$ cat src/rtl/tone_oscillator.sv
// Square-wave tone generator: each wave level lasts max_q cycles, and a new
// half-period is picked up from max_i only at the end of a full period.
module tone_oscillator #(
    parameter int W = 20
) (
    input  logic         clk,
    input  logic         nRst,
    input  logic         en_i,
    input  logic [W-1:0] max_i,
    output logic         wave_o,
    output logic         tick_o,
    output logic         busy_o,
    output logic [W-1:0] max_q_o
);

    typedef enum logic {IDLE, RUN} state_t;

    state_t         state, state_nxt;
    logic [W-1:0]   count, count_nxt;
    logic [W-1:0]   max_q, max_q_nxt;
    logic           wave, wave_nxt;
    logic           tick, tick_nxt;
    logic           last_cnt;

    // max_q >= 1 whenever RUN, so the subtraction cannot wrap where it matters
    assign last_cnt = (count == max_q - W'(1));

    always_ff @(posedge clk or negedge nRst) begin
        if (!nRst) begin
            state <= IDLE;
            count <= '0;
            max_q <= '0;
            wave  <= 1'b0;
            tick  <= 1'b0;
        end else begin
            state <= state_nxt;
            count <= count_nxt;
            max_q <= max_q_nxt;
            wave  <= wave_nxt;
            tick  <= tick_nxt;
        end
    end

    always_comb begin
        state_nxt = state;
        count_nxt = count;
        max_q_nxt = max_q;
        wave_nxt  = wave;
        tick_nxt  = 1'b0;
        case (state)
            IDLE: begin
                count_nxt = '0;
                wave_nxt  = 1'b0;
                if (en_i && max_i != '0) begin
                    state_nxt = RUN;
                    max_q_nxt = max_i;
                end
            end
            RUN: begin
                // disable wins over any toggle/reload on the same edge
                if (!en_i) begin
                    state_nxt = IDLE;
                    count_nxt = '0;
                    wave_nxt  = 1'b0;
                end else if (last_cnt) begin
                    count_nxt = '0;
                    wave_nxt  = ~wave;
                    if (!wave) begin
                        tick_nxt = 1'b1;
                    end else if (max_i != '0) begin
                        max_q_nxt = max_i;
                    end else begin
                        state_nxt = IDLE;
                    end
                end else begin
                    count_nxt = count + W'(1);
                end
            end
            default: state_nxt = IDLE;
        endcase
    end

    assign wave_o  = wave;
    assign tick_o  = tick;
    assign busy_o  = (state == RUN);
    assign max_q_o = max_q;

endmodule

$ cat config.mk
export PLATFORM = sky130hd
export DESIGN_NAME = tone_oscillator
export DESIGN_NICKNAME = d
export VERILOG_FILES = /design/src/rtl/tone_oscillator.sv
export SDC_FILE = /design/constraint.sdc
export NUM_CORES = 1
export LEC_CHECK = 0
export CORE_MARGIN = 10
export CORE_UTILIZATION = 50
export DETAILED_ROUTE_END_ITERATION = 12
export DONT_BUFFER_PORTS = 1
export PLACE_DENSITY = 0.66
export SYNTH_ARGS = -nofsm -noshare
export SYNTH_HDL_FRONTEND = slang
export SYNTH_SLANG_ARGS = --single-unit
$ cat constraint.sdc
create_clock -name clk -period 3.6 [get_ports clk]
set_input_delay 0.54 -clock clk [delete_from_list [all_inputs] [get_ports clk]]
set_output_delay 0.54 -clock clk [all_outputs]
set_load 0.02 [all_outputs]
### Yosys cells after proc, flatten, opt, wreduce, memory -nomap -nowiden

Index checks and enable logic that the tools add are counted.

| storage, ports and cells | value |
|---|---|
| register bits | 43 |

| cells by class | value |
|---|---|
| add/subtract/negate cells | 2 |
| equal/unequal tests | 7 |
| multiplexer cells | 22 |
| bitwise gates (word level) | 2 |
| reduce and logical (&&, ||, !) cells | 3 |

Operators with widths:

| operator | number |
|---|---|
| 20-bit two-way mux | 7 |
| 20-bit one-hot mux with 2 select lines | 2 |
| 20-bit by 1-bit adder with 20-bit output (second input constant) | 1 |
| 20-bit == test | 1 |
| 20-bit nonzero test | 1 |
| 20-bit by 1-bit subtractor with 20-bit output (second input constant) | 1 |
| 1-bit two-way mux | 11 |
| 2-bit by 1-bit != test with 1-bit output (second input constant) | 3 |
| 5-bit AND reduction | 1 |
| 2-bit != test (second input constant) | 2 |
| 1-bit one-hot mux with 2 select lines | 2 |
| 3-bit by 2-bit != test with 1-bit output (second input constant) | 1 |
| 1-bit NOT | 2 |
| 1-bit logical AND | 1 |

### Longest topological paths before layout

| depth | value |
|---|---|
| depth in word-level cells | 6 |
| depth in mapped cells | 12 |

### Worst setup path before layout

Ideal clock, no wire load.

| path | value |
|---|---|
| path type | register to register |
| start point | register max_q[0] (netlist: max_q_o[0]) |
| end point | register max_q[0] (netlist: max_q_o[0]) |
| setup time | 0.125 ns |
| arrival time | 3.024 ns |
| data required time | 3.475 ns |
| setup slack | 0.451 ns |
| cell stages (with the launch flop) | 13 |
| buffers on the path | 3 |
| clock period less this slack | 3.149 ns |
| path through | dfrtp_1 -> buf_6 -> inv_1 -> ha_1 -> buf_2 -> nor3b_2 -> nand4_2 -> a2111oi_1 -> nor3_1 -> a2111oi_4 -> a41oi_2 -> buf_6 -> mux2_4 |

| between the ends | value |
|---|---|
| longest elaborated chain between the ends | 4 |

Ends and longest elaborated chain:

| element | line | text |
|---|---|---|
| start, declared | 20 | `logic [W-1:0] max_q, max_q_nxt;` |
| start signal, assigned | 38 | `max_q <= max_q_nxt;` |
| 20-bit by 1-bit subtractor with 20-bit output | 26 | `assign last_cnt = (count == max_q - W'(1));` |
| 20-bit == test | 26 |  |
| 2-bit by 1-bit != test with 1-bit output (no line) | n/a |  |
| 5-bit AND reduction (no line) | n/a |  |

Every way passes these cells.
A chain may end at the register's enable or synchronous reset.

### Worst setup path after layout

| path | value |
|---|---|
| start point | register max_q[1] (netlist: max_q_o[1]) |
| end point | register max_q[10] (netlist: max_q_o[10]) |

Same word-level chain as after synthesis.

==> results by group <==
Run status
  – Outcome: finished, final reports clean

STA
  – RSZ-0062 raised after global routing: false
  – Fmax: between 0.2 and 0.3 GHz
  – Slew margin rel.: between 50% and 60%
  – Final Cycle Share: between 90 and 100%
  – # setup viols final: 0
  – Fin crit period: 3.34 ns
  – Skew final: 0.00683 ns
  – Worst-margin pin slew: around 0.62 ns
  – Hold Slack: slightly below 0.08 ns
  – TNS Setup: 0 ns
  – Final Max Slew Viols: 0
  – Final hold viol count: 0

GRT
  – Vias in the first global route: between 2,000 and 2,500
  – Total gr overflow: 0
  – All-Layer GR Usage: between 10% and 20%
  – Largest net degree at the start of global routing: 44
  – First-pass GRT wire length: 10,500 um
  – Initial antenna violation count: 0

Die
  – Die Y: 95.3 um
  – Cell row count: 27
  – IO Pins: between 40 and 50
  – Core Area: ~5500 um^2
  – Initial Util: 51.5%
  – Die footprint: roughly 9000 um^2
  – Chip Width: ~95 um

Synth
  – Most frequent cell after synthesis: dfrtp_1
  – Post-Syn Area: between 2000 and 3000 um^2
  – Syn. warnings: 0
  – Primary FF master, synth: dfrtp_1
  – Post-Syn Instances: 274
  – Cell variety after synth: between 50 and 60
  – Commonest cells in the netlist: dfrtp_1, nor2_1, xnor2_1
  – Synth async-reset ratio: 100%
  – Top-area cell type share of the netlist area: a little under two fifths
  – Syn_nets: between 200 and 300
  – Synth area leader: dfrtp_1
  – Synth Area per Inst: around 10 um^2
  – Seq cells post-synth: 43
  – Post-synth EDFFs: 0
  – Seq/Total Area, Yosys: a little under two fifths
  – Top cells by area, synth: dfrtp_1, mux2_4, xnor2_1

Place
  – Port buffer count: 0
  – Final GP Congestion: about 0.84
  – Placed cells: between 300 and 400
  – DP Wirelength: just under 5000 um

Setup path
  – Worst setup path startpoint: max_q_o[1]
  – FF-to-FF Start: max_q_o[1]
  – R2r worst-path depth: 10
  – CP Launch Type: flop
  – Critical Path Sink Type: flop
  – WP data required: approximately 3.8 ns
  – R2R setup slack: roughly 0.26 ns
  – Crit path DAT: around 3.5 ns
  – CP max FO: 11
  – R2R Path End: max_q_o[10]
  – Crit Path Class: reg -> reg

Power and ir drop
  – VDD IR max: ~0.00022 V
  – Leakage: 1.18 nW
  – Power per cell area: approximately 450 nW/um^2

Clock network
  – Clk sinks: 43
  – Clk slew on worst S/H paths: 0.08 ns
  – Number of clock buffers inserted by TritonCTS: 5
  – Htree depth: 2
  – Bufs on Longest Clock Path: 2
  – Clock latency on the worst-skew pair: roughly 0.3 ns
  – Post_cts resized: 0
  – Root Buffer: clkbuf_8
  – CTS tree: done

Route
  – Via density: 5.83
  – Routed Wire Length: approximately 6300 um
  – DRC: 0
  – DRT Pass-1 Iters: 4
  – Vias after detailed routing: around 2,000
  – Post-DRT Antenna Nets: 0
  – DRT iter0 DRCs: just over 100
  – Per-cell routed wire length: 18.0 um

Final layout
  – Ant diodes: 0
  – Layout Cells excl Fill: around 350
  – Filler instances: around 500
  – Nets: about 300
  – Share of cells above drive strength 1: 19.3%
  – Area delta synth->final: 7.19%

Flow run
  – Total of max-cap violations: 0

Hold path
  – Min-delay worst type: in -> async
[critical path: stages (launching register included)]
cell and delay (ns):
dfrtp_1 0.39, inv_1 0.06, ha_1 0.28, nor3b_2 0.55, nand4_2 0.18, a2111oi_1 0.45
nor3_1 0.16, a2111oi_4 0.44, a41oi_2 0.18, buf_4 0.23, mux2_4 0.31
[metal layers]
layer / share of wire [%] / up-vias / global-route usage (%)
met5: 0 / - / 0
met4: 0.73 / 0 / 2.99
met3: 6.6 / 5 / 5.26
met2: 48 / 41 / 23.6
met1: 45 / 1011 / 18.5
li1: - / 995 / -
[power breakdown]
| part | total (mW) | switching [mW] | internal [mW] |
|---|---|---|---|
| clock network | 0.377 | 0.170 | 0.207 |
| logic | 0.348 | 0.182 | 0.166 |
| registers | 0.644 | 0.118 | 0.526 |
[layout by cell type (no fill, tap or decap), types with 2 or more instances in the layout]
cell       n
o31ai_1    2
a2111o_1   2
xor2_1    14
a21oi_1    3
xnor2_1   29
nor2_1    42
or4_1      3
nor4_2     3
nor3_1    10
inv_1      8
ha_1       2
nand3b_1   3
mux2_4    20
nand2b_1   2
nand2_1   10
nand3_1   12
o21ai_0    4
clkbuf_8   5
nor4_1     7
nand4_1    6
and3_1     3
a311oi_1   3
buf_4     10
dfrtp_1   43
[sequential cells by signal, indices dropped and copies added (netlist names)]
signal	count
wave_o	1
count	20
tick_o	1
max_q_o	20
busy_o	1
[per-stage QoR]
step                      instance area [um^2]  utilization, %  power (mW)  setup WS [ns]
after floorplan                           2840               -       0.915          0.451
after global placement                    2910            52.8       0.987          0.471
after detailed placement                  2910            52.8       0.992          0.311
after CTS                                 3040            55.2        1.38          0.296
after global routing                      3040            55.2        1.45         0.0124
final                                     3040            55.2        1.37          0.265
[repair_timing]
action / CTS / global route
buffers inserted: 0 / 0
hold endpoints to repair: 43 / 0
hold buffers: 1 / 0
[how the worst max path moves through the flow]
stage,endpoint,slack (ns)
final,max_q_o[10],0.26
after global routing,max_q_o[10],0.01
after CTS,max_q_o[9],0.30
after detailed placement,max_q_o[10],0.31
after global placement,max_q_o[12],0.47
after floorplan,max_q_o[0],0.45
[area by class of cell]
class,count,area [um^2],area share (%)
multi-input combinational,210,1640,53.8
sequential,43,1080,35.4
timing repair buffer,11,95.1,3.13
tap,72,90.1,2.96
clock buffer,5,68.8,2.26
clock inverter,3,43.8,1.44
inverter,8,30.0,0.987
[cell families (layout without fill, tap and decap cells)]
logic type	count (synthesis)	after routing	share of synthesized area [%]
buf+inv	21	27	4.37
xor+xnor	43	43	13.3
simple gates	114	114	22.3
compound gates	29	29	9.92
fa+ha+maj	2	2	0.882
flops	43	43	37.9
mux	22	22	11.3
No activity file was read; power rests on OpenSTA's default activity.
